`src/rtl/lc3_pkg.sv`:
```
// Package: lc3_pkg
// Shared types and constants for the LC-3 register write-back path.
//  - wb_entry_t : one queued register write {dr, data, set_cc}
//  - NZP_*      : condition-code encodings, {N,Z,P}
//  - nzp_of()   : condition code produced by a written value
package lc3_pkg;

  localparam int WB_WIDTH = 16;
  localparam int DR_W     = 3;

  typedef struct packed {
    logic [DR_W-1:0]     dr;
    logic [WB_WIDTH-1:0] data;
    logic                set_cc;
  } wb_entry_t;

  localparam logic [2:0] NZP_N     = 3'b100;
  localparam logic [2:0] NZP_Z     = 3'b010;
  localparam logic [2:0] NZP_P     = 3'b001;
  localparam logic [2:0] NZP_RESET = NZP_Z;

  // Sign bit wins, then zero test; everything else is positive.
  function automatic logic [2:0] nzp_of(input logic [WB_WIDTH-1:0] v);
    if (v[WB_WIDTH-1])  return NZP_N;
    else if (v == '0)   return NZP_Z;
    else                return NZP_P;
  endfunction

endpackage

```
`src/rtl/wb_fifo.sv`:
```
// Module: wb_fifo
// DEPTH-entry circular buffer of write-back entries.
// Ports:
//  clk, rst_n  clock, synchronous active-low reset
//  push, din   enqueue din (caller guarantees not full)
//  pop         dequeue head (caller guarantees not empty)
//  flush       discard all entries; overrides push and pop
//  head        entry at the read pointer
//  count       occupied entries
//  slots       raw storage, slot_valid marks the occupied ones
module wb_fifo
  import lc3_pkg::*;
#(
  parameter int DEPTH = 4
) (
  input  logic                         clk,
  input  logic                         rst_n,
  input  logic                         push,
  input  logic                         pop,
  input  logic                         flush,
  input  wb_entry_t                    din,
  output wb_entry_t                    head,
  output logic [$clog2(DEPTH+1)-1:0]   count,
  output wb_entry_t [DEPTH-1:0]        slots,
  output logic [DEPTH-1:0]             slot_valid
);

  localparam int PTR_W = $clog2(DEPTH);
  localparam int CNT_W = $clog2(DEPTH+1);

  wb_entry_t [DEPTH-1:0] mem;
  logic [PTR_W-1:0]      wr_ptr;
  logic [PTR_W-1:0]      rd_ptr;
  logic [PTR_W-1:0]      offset;

  // Pointers are exactly PTR_W bits wide, so they wrap mod DEPTH by overflow.
  always_ff @(posedge clk) begin
    if (!rst_n) begin
      wr_ptr <= '0;
      rd_ptr <= '0;
      count  <= '0;
    end else if (flush) begin
      wr_ptr <= '0;
      rd_ptr <= '0;
      count  <= '0;
    end else begin
      // NOTE: state updates use non-blocking assignments so every register in
      // this block samples the pre-edge values, independent of statement order.
      if (push) wr_ptr <= wr_ptr + 1'b1;
      if (pop)  rd_ptr <= rd_ptr + 1'b1;
      count <= count + CNT_W'(push) - CNT_W'(pop);
    end
  end

  // NOTE: the storage array has no reset; an entry is only ever read while
  // count marks it occupied, so clearing count is enough to discard it.
  always_ff @(posedge clk) begin
    if (push && !flush) mem[wr_ptr] <= din;
  end

  assign head  = mem[rd_ptr];
  assign slots = mem;

  // A slot is occupied when its distance from the read pointer is below count.
  always_comb begin
    // NOTE: every variable gets a default before the loop so no path leaves
    // it unassigned, which would otherwise infer a latch.
    slot_valid = '0;
    offset     = '0;
    for (int i = 0; i < DEPTH; i++) begin
      offset        = PTR_W'(i) - rd_ptr;
      slot_valid[i] = (CNT_W'(offset) < count);
    end
  end

endmodule

```
`src/rtl/reg_writeback_ctrl.sv`:
```
// Module: reg_writeback_ctrl
// Write-side front end of the 8x16 LC-3 register file. Completed results are
// queued and presented as at most one registered register write per cycle.
// Ports:
//  Clk, Reset            clock, synchronous active-low reset
//  wb_valid/wb_ready     producer handshake; wb_dr, wb_data, wb_set_cc payload
//  Stall                 hold the queue head
//  Flush                 discard every queued, uncommitted write
//  LD_REG/DR_Sel/BUS_Out registered register-file write strobe, index, data
//  NZP                   condition codes {N,Z,P}
//  busy_mask             registers targeted by a queued or in-flight write
//  count                 occupied queue entries
module reg_writeback_ctrl
  import lc3_pkg::*;
#(
  parameter int WIDTH = 16,
  parameter int DEPTH = 4,
  parameter int NREG  = 8
) (
  input  logic                        Clk,
  input  logic                        Reset,
  input  logic                        wb_valid,
  output logic                        wb_ready,
  input  logic [$clog2(NREG)-1:0]     wb_dr,
  input  logic [WIDTH-1:0]            wb_data,
  input  logic                        wb_set_cc,
  input  logic                        Stall,
  input  logic                        Flush,
  output logic                        LD_REG,
  output logic [$clog2(NREG)-1:0]     DR_Sel,
  output logic [WIDTH-1:0]            BUS_Out,
  output logic [2:0]                  NZP,
  output logic [NREG-1:0]             busy_mask,
  output logic [$clog2(DEPTH+1)-1:0]  count
);

  localparam int CNT_W = $clog2(DEPTH+1);

  wb_entry_t             in_entry;
  wb_entry_t             head;
  wb_entry_t [DEPTH-1:0] slots;
  logic [DEPTH-1:0]      slot_valid;
  logic                  push;
  logic                  pop;

  // Ready looks only at the registered count: a full queue refuses a push
  // even in a cycle where it also pops.
  assign wb_ready = (count < CNT_W'(DEPTH));
  assign push     = wb_valid & wb_ready;
  assign pop      = (count != '0) & ~Stall & ~Flush;

  always_comb begin
    in_entry        = '0;
    in_entry.dr     = wb_dr;
    in_entry.data   = wb_data;
    in_entry.set_cc = wb_set_cc;
  end

  wb_fifo #(.DEPTH(DEPTH)) u_fifo (
    .clk        (Clk),
    .rst_n      (Reset),
    .push       (push),
    .pop        (pop),
    .flush      (Flush),
    .din        (in_entry),
    .head       (head),
    .count      (count),
    .slots      (slots),
    .slot_valid (slot_valid)
  );

  // Output register stage. Flush blocks pop, so it also drops LD_REG; a write
  // already showing LD_REG during the flush cycle commits on that same edge.
  always_ff @(posedge Clk) begin
    if (!Reset) begin
      LD_REG  <= 1'b0;
      DR_Sel  <= '0;
      BUS_Out <= '0;
      NZP     <= NZP_RESET;
    end else if (pop) begin
      LD_REG  <= 1'b1;
      DR_Sel  <= head.dr;
      BUS_Out <= head.data;
      if (head.set_cc) NZP <= nzp_of(head.data);
    end else begin
      LD_REG  <= 1'b0;
    end
  end

  // Interlock mask: queued entries plus the write currently on the bus.
  always_comb begin
    busy_mask = '0;
    for (int i = 0; i < DEPTH; i++) begin
      if (slot_valid[i]) busy_mask[slots[i].dr] = 1'b1;
    end
    if (LD_REG) busy_mask[DR_Sel] = 1'b1;
  end

endmodule

```
`config.mk`:
```
export PLATFORM = sky130hd
export DESIGN_NAME = reg_writeback_ctrl
export DESIGN_NICKNAME = d
export VERILOG_FILES = /design/src/rtl/lc3_pkg.sv /design/src/rtl/wb_fifo.sv /design/src/rtl/reg_writeback_ctrl.sv
export SDC_FILE = /design/constraint.sdc
export NUM_CORES = 1
export LEC_CHECK = 0
export ABC_CLOCK_PERIOD_IN_PS = 2900
export BUFFER_PORTS_ARGS = -buffer_cell sky130_fd_sc_hd__buf_2
export CORE_ASPECT_RATIO = 1.4
export CORE_MARGIN = 10
export CORE_UTILIZATION = 31
export DETAILED_ROUTE_END_ITERATION = 12
export GPL_TIMING_DRIVEN = 1
export PLACE_DENSITY_LB_ADDON = 0.15
export SLEW_MARGIN = 20
export SYNTH_ARGS = -nofsm -noshare
export SYNTH_HDL_FRONTEND = slang
export SYNTH_SLANG_ARGS = --single-unit
```
`constraint.sdc`:
```
create_clock -name Clk -period 2.9 [get_ports Clk]
set_input_delay 0.29 -clock Clk [delete_from_list [all_inputs] [get_ports Clk]]
set_output_delay 0.29 -clock Clk [all_outputs]
set_load 0.02 [all_outputs]
```
==> impl_metrics.prom <==
# TYPE chip_impl_metric gauge
chip_impl_metric{name="slew_violations",unit=""} 0
chip_impl_metric{name="ant_nets",unit=""} 0
chip_impl_info{name="mostFrequentLayoutCell",value="edfxtp_1"} 1
chip_impl_info{name="commonest_cells_after_routing_fill_and_taps_aside",value="80 x edfxtp_1, 59 x buf_2, 46 x nand2_1, 29 x dfxtp_1, 20 x mux4_2"} 1
chip_impl_metric{name="cp.required",unit="ps"} 2610
chip_impl_metric{name="ff2ff_setup_slack",unit="ps"} 510
chip_impl_metric{name="total_wire_length_after_detailed_routing",unit="um"} 10880
chip_impl_metric{name="detailroute.via_count",unit=""} 2890
chip_impl_metric{name="ys_ff_latch",unit=""} 110
chip_impl_metric{name="max-clock-path-buffers",unit=""} 2
chip_impl_info{name="crit_path_start",value="u_fifo.rd_ptr[0]$_SDFFE_PP0P_"} 1
chip_impl_metric{name="worstRegToRegCells",unit=""} 11
chip_impl_metric{name="fin_worst_skew",unit="ps"} 13.68
chip_impl_metric{name="cts_hold_repair.buffers",unit=""} 0
chip_impl_metric{name="insertedDiodeCount",unit=""} 0
chip_impl_metric{name="worst_skew_pair.late_latency",unit="ps"} 350
chip_impl_info{name="tritoncts",value="built"} 1
chip_impl_metric{name="layout_min_cycle_time",unit="ps"} 2716
chip_impl_metric{name="pin_count_of_the_biggest_net_entering_global_routing",unit=""} 26
chip_impl_metric{name="chipWidth",unit="um"} 123.6
chip_impl_metric{name="cts_setup_buffers",unit=""} 0
chip_impl_metric{name="hpwl",unit="um"} 7821
chip_impl_metric{name="wl_met1",unit="um"} 4221
chip_impl_metric{name="boundaryPins",unit=""} 60
chip_impl_metric{name="finalSetupViolCount",unit=""} 0
chip_impl_metric{name="die-height",unit="um"} 165.1
chip_impl_metric{name="floorplan.die_area",unit="mm^2"} 0.02041
chip_impl_metric{name="design.final.nets",unit=""} 437
chip_impl_metric{name="portion_of_the_clock_cycle_consumed_by_the_worst_path_in_the_final_layout",unit=""} 0.9364
chip_impl_metric{name="worst_pin_slew",unit="ps"} 430.5
chip_impl_metric{name="power.ir.vdd_worst",unit="mV"} 0.2772
chip_impl_metric{name="synth-seq-area-share",unit=""} 0.6443
chip_impl_metric{name="drc_errors",unit=""} 0
chip_impl_metric{name="synth_cells",unit=""} 336
chip_impl_metric{name="final.fill_count",unit=""} 1468
chip_impl_metric{name="met3_length",unit="um"} 473
chip_impl_metric{name="grt_first_pass_wirelength",unit="um"} 16790
chip_impl_metric{name="globalplace.congestion",unit=""} 0.8232
chip_impl_metric{name="critPathArrivalTime",unit="ps"} 2430
chip_impl_metric{name="worst_slew_margin_rel",unit=""} 0.7130
chip_impl_metric{name="cts_resized",unit=""} 0
chip_impl_metric{name="finalHoldViolCount",unit=""} 0
chip_impl_info{name="highest-signal-layer",value="met4"} 1
chip_impl_metric{name="netlist-cell-type-count",unit=""} 42
chip_impl_metric{name="syn-num-nets",unit=""} 372
chip_impl_metric{name="place.port_buffers",unit=""} 59
chip_impl_metric{name="crit_path_max_fanout",unit=""} 4
chip_impl_metric{name="globalRouteTotalUtil",unit=""} 0.1098
chip_impl_info{name="timing.hold.worst_endpoint",value="u_fifo.slots[47]$_DFFE_PP_"} 1
chip_impl_info{name="crit_path_end_kind",value="output port"} 1
chip_impl_metric{name="total_leakage_power",unit="nW"} 1.978
chip_impl_metric{name="fmaxAchievable",unit="MHz"} 368.2
chip_impl_metric{name="start_util",unit=""} 0.3124
chip_impl_metric{name="fin_hold_ws",unit="ps"} 162.0
chip_impl_info{name="clk_root_buffer_cell",value="clkbuf_16"} 1
chip_impl_metric{name="first_global_vias",unit=""} 3072
chip_impl_info{name="worst_setup_path_start_kind",value="flop"} 1
chip_impl_info{name="rsz_0062_raised_after_global_routing",value="false"} 1
chip_impl_metric{name="cts.sinks",unit=""} 110
chip_impl_metric{name="setup_tns",unit="ps"} 0
chip_impl_metric{name="syn-mean-instance-area",unit="um^2"} 13.87
chip_impl_metric{name="holdPathStages",unit=""} 1
chip_impl_metric{name="first_pass_detailed_route_iteration_total",unit=""} 4
chip_impl_metric{name="cellPowerDensity",unit="mW/mm^2"} 582.8
chip_impl_info{name="timing.hold.worst.class",value="in -> reg"} 1
chip_impl_metric{name="route.detailed.wl_per_inst",unit="um"} 18.20
chip_impl_metric{name="seqCellArea",unit="mm^2"} 0.003004
chip_impl_metric{name="area_growth_syn_to_layout",unit="%"} 18.50
chip_impl_metric{name="share_of_final_layout_standard_cells_stronger_than_drive_strength_1",unit=""} 0.2734
chip_impl_metric{name="drt-initial-drc-count",unit=""} 129
chip_impl_metric{name="worst_setup_hold_path_clk_slew",unit="ps"} 80
chip_impl_info{name="worst_r2r_startpoint",value="u_fifo.count[2]$_SDFF_PP0_"} 1
chip_impl_info{name="path_class",value="reg -> out"} 1
chip_impl_metric{name="htreeDepth",unit=""} 3
chip_impl_info{name="status",value="finished, final reports clean"} 1
chip_impl_metric{name="routed-wl-met2",unit="um"} 5870
chip_impl_metric{name="multi_input_comb_area",unit="mm^2"} 0.001526
chip_impl_metric{name="maxCapViolCount",unit=""} 0
chip_impl_metric{name="syn-cell-area",unit="mm^2"} 0.004661
chip_impl_info{name="min-delay-start",value="wb_data[6]"} 1
chip_impl_metric{name="antenna_found_initial",unit=""} 0
chip_impl_metric{name="gr-total-overflow",unit=""} 0
chip_impl_metric{name="core",unit="mm^2"} 0.01492
chip_impl_metric{name="drt-vias-per-instance",unit=""} 4.833
chip_impl_metric{name="numCtsBuffers",unit=""} 9
chip_impl_metric{name="yosysWarningCount",unit=""} 0
chip_impl_metric{name="rows",unit=""} 53
chip_impl_info{name="timing.rr.end",value="u_fifo.count[2]$_SDFF_PP0_"} 1
[state kept, by name, summed over array words and instances, names as in the netlist]
name,cells
u_fifo.rd_ptr,2
NZP,3
LD_REG,1
DR_Sel,3
u_fifo.wr_ptr,2
u_fifo.slots,80
BUS_Out,16
u_fifo.count,3
[kinds of logic (layout without fill, tap and decap cells)]
| kind of cell | Yosys count | after routing | synth area share |
|---|---|---|---|
| mux | 21 | 21 | 0.09879 |
| flops | 110 | 110 | 0.6443 |
| fa+ha+maj | 11 | 11 | 0.03114 |
| buf+inv | 31 | 101 | 0.02845 |
| compound gates | 45 | 45 | 0.06953 |
| xor+xnor | 6 | 6 | 0.01128 |
| simple gates | 112 | 112 | 0.1165 |
[Yosys cell counts (all sizes together)]
cell | number | area, um^2
a22oi | 1 | 7.510
mux4 | 20 | 450.4
nor2 | 13 | 48.80
nor3b | 4 | 30.03
o311ai | 1 | 8.760
o21a | 1 | 7.510
nand3b | 2 | 15.01
inv | 14 | 52.55
nand4 | 3 | 18.77
a21oi | 5 | 25.02
nand3 | 8 | 40.04
nor4 | 5 | 31.28
a32oi | 2 | 17.52
edfxtp | 80 | 2402
a31oi | 4 | 25.02
and2 | 5 | 31.28
clkbuf | 7 | 26.28
dfxtp | 30 | 600.6
buf | 9 | 50.04
or4 | 3 | 22.52
nor3 | 9 | 45.04
fa | 1 | 20.02
o32ai | 2 | 17.52
or3 | 2 | 12.51
nand2 | 46 | 172.7
o21ba | 3 | 30.03
o31ai | 1 | 7.510
clkinv | 1 | 3.750
nor2b | 6 | 37.54
ha | 10 | 125.1
xnor2 | 6 | 52.55
o21ai | 5 | 25.02
nand2b | 5 | 31.28
a21boi | 19 | 142.6
mux2i | 1 | 10.01
a32o | 1 | 10.01
and3 | 1 | 6.260
[cell type report]
| class | instances | area share |
|---|---|---|
| Tap cell | 192 | 0.04350 |
| Clock inverter | 3 | 0.002492 |
| Clock buffer | 13 | 0.05279 |
| Inverter | 15 | 0.01019 |
| Timing Repair Buffer | 70 | 0.07068 |
| Multi-Input combinational cell | 195 | 0.2764 |
| Sequential cell | 110 | 0.5440 |
[routing by layer]
layer,vias up,GRT usage
met4,0,0.05414
met3,17,0.02382
li1,1388,-
met5,-,0
met2,54,0.2001
met1,1431,0.1153
[worst max-delay path by stage]
stage                                             to  slack, ps  cells after the start
after global routing                    busy_mask[5]          2                      8
after detailed placement                busy_mask[5]        440                      8
after floorplan           u_fifo.count[2]$_SDFF_PP0_        110                     13
after CTS                               busy_mask[5]         50                      8
after global placement                  busy_mask[5]        480                      8
final                                   busy_mask[3]        180                      8
[power breakdown]
| group | switching [mW] | internal (mW) | total [mW] |
|---|---|---|---|
| Clock | 0.527 | 0.700 | 1.23 |
| Combinational | 0.148 | 0.100 | 0.248 |
| Sequential | 0.0220 | 1.72 | 1.74 |
| Total | 0.697 | 2.52 | 3.22 |
[through the flow]
stage,instance area [um^2],util,setup WS [ps],power [mW],instances
finish,5523,0.3701,184.4,3.219,598
global route,5523,0.3701,2.440,3.348,598
CTS,5520,0.3700,50.56,3.269,598
detailed placement,5215,0.3495,438.7,2.034,582
global placement,5215,0.3495,481.4,2.028,582
floorplan,4661,-,113.9,1.933,336
[critical path, cell delays in order, from the launching register on]
cell and delay [ps]:
dfxtp_1 420, xnor2_1 170, inv_1 70, ha_1 270, a21oi_1 80, o21ai_1 300, nor3b_1 90, or4_1 510
buf_2 170
Power figures use the tool's default switching activity.
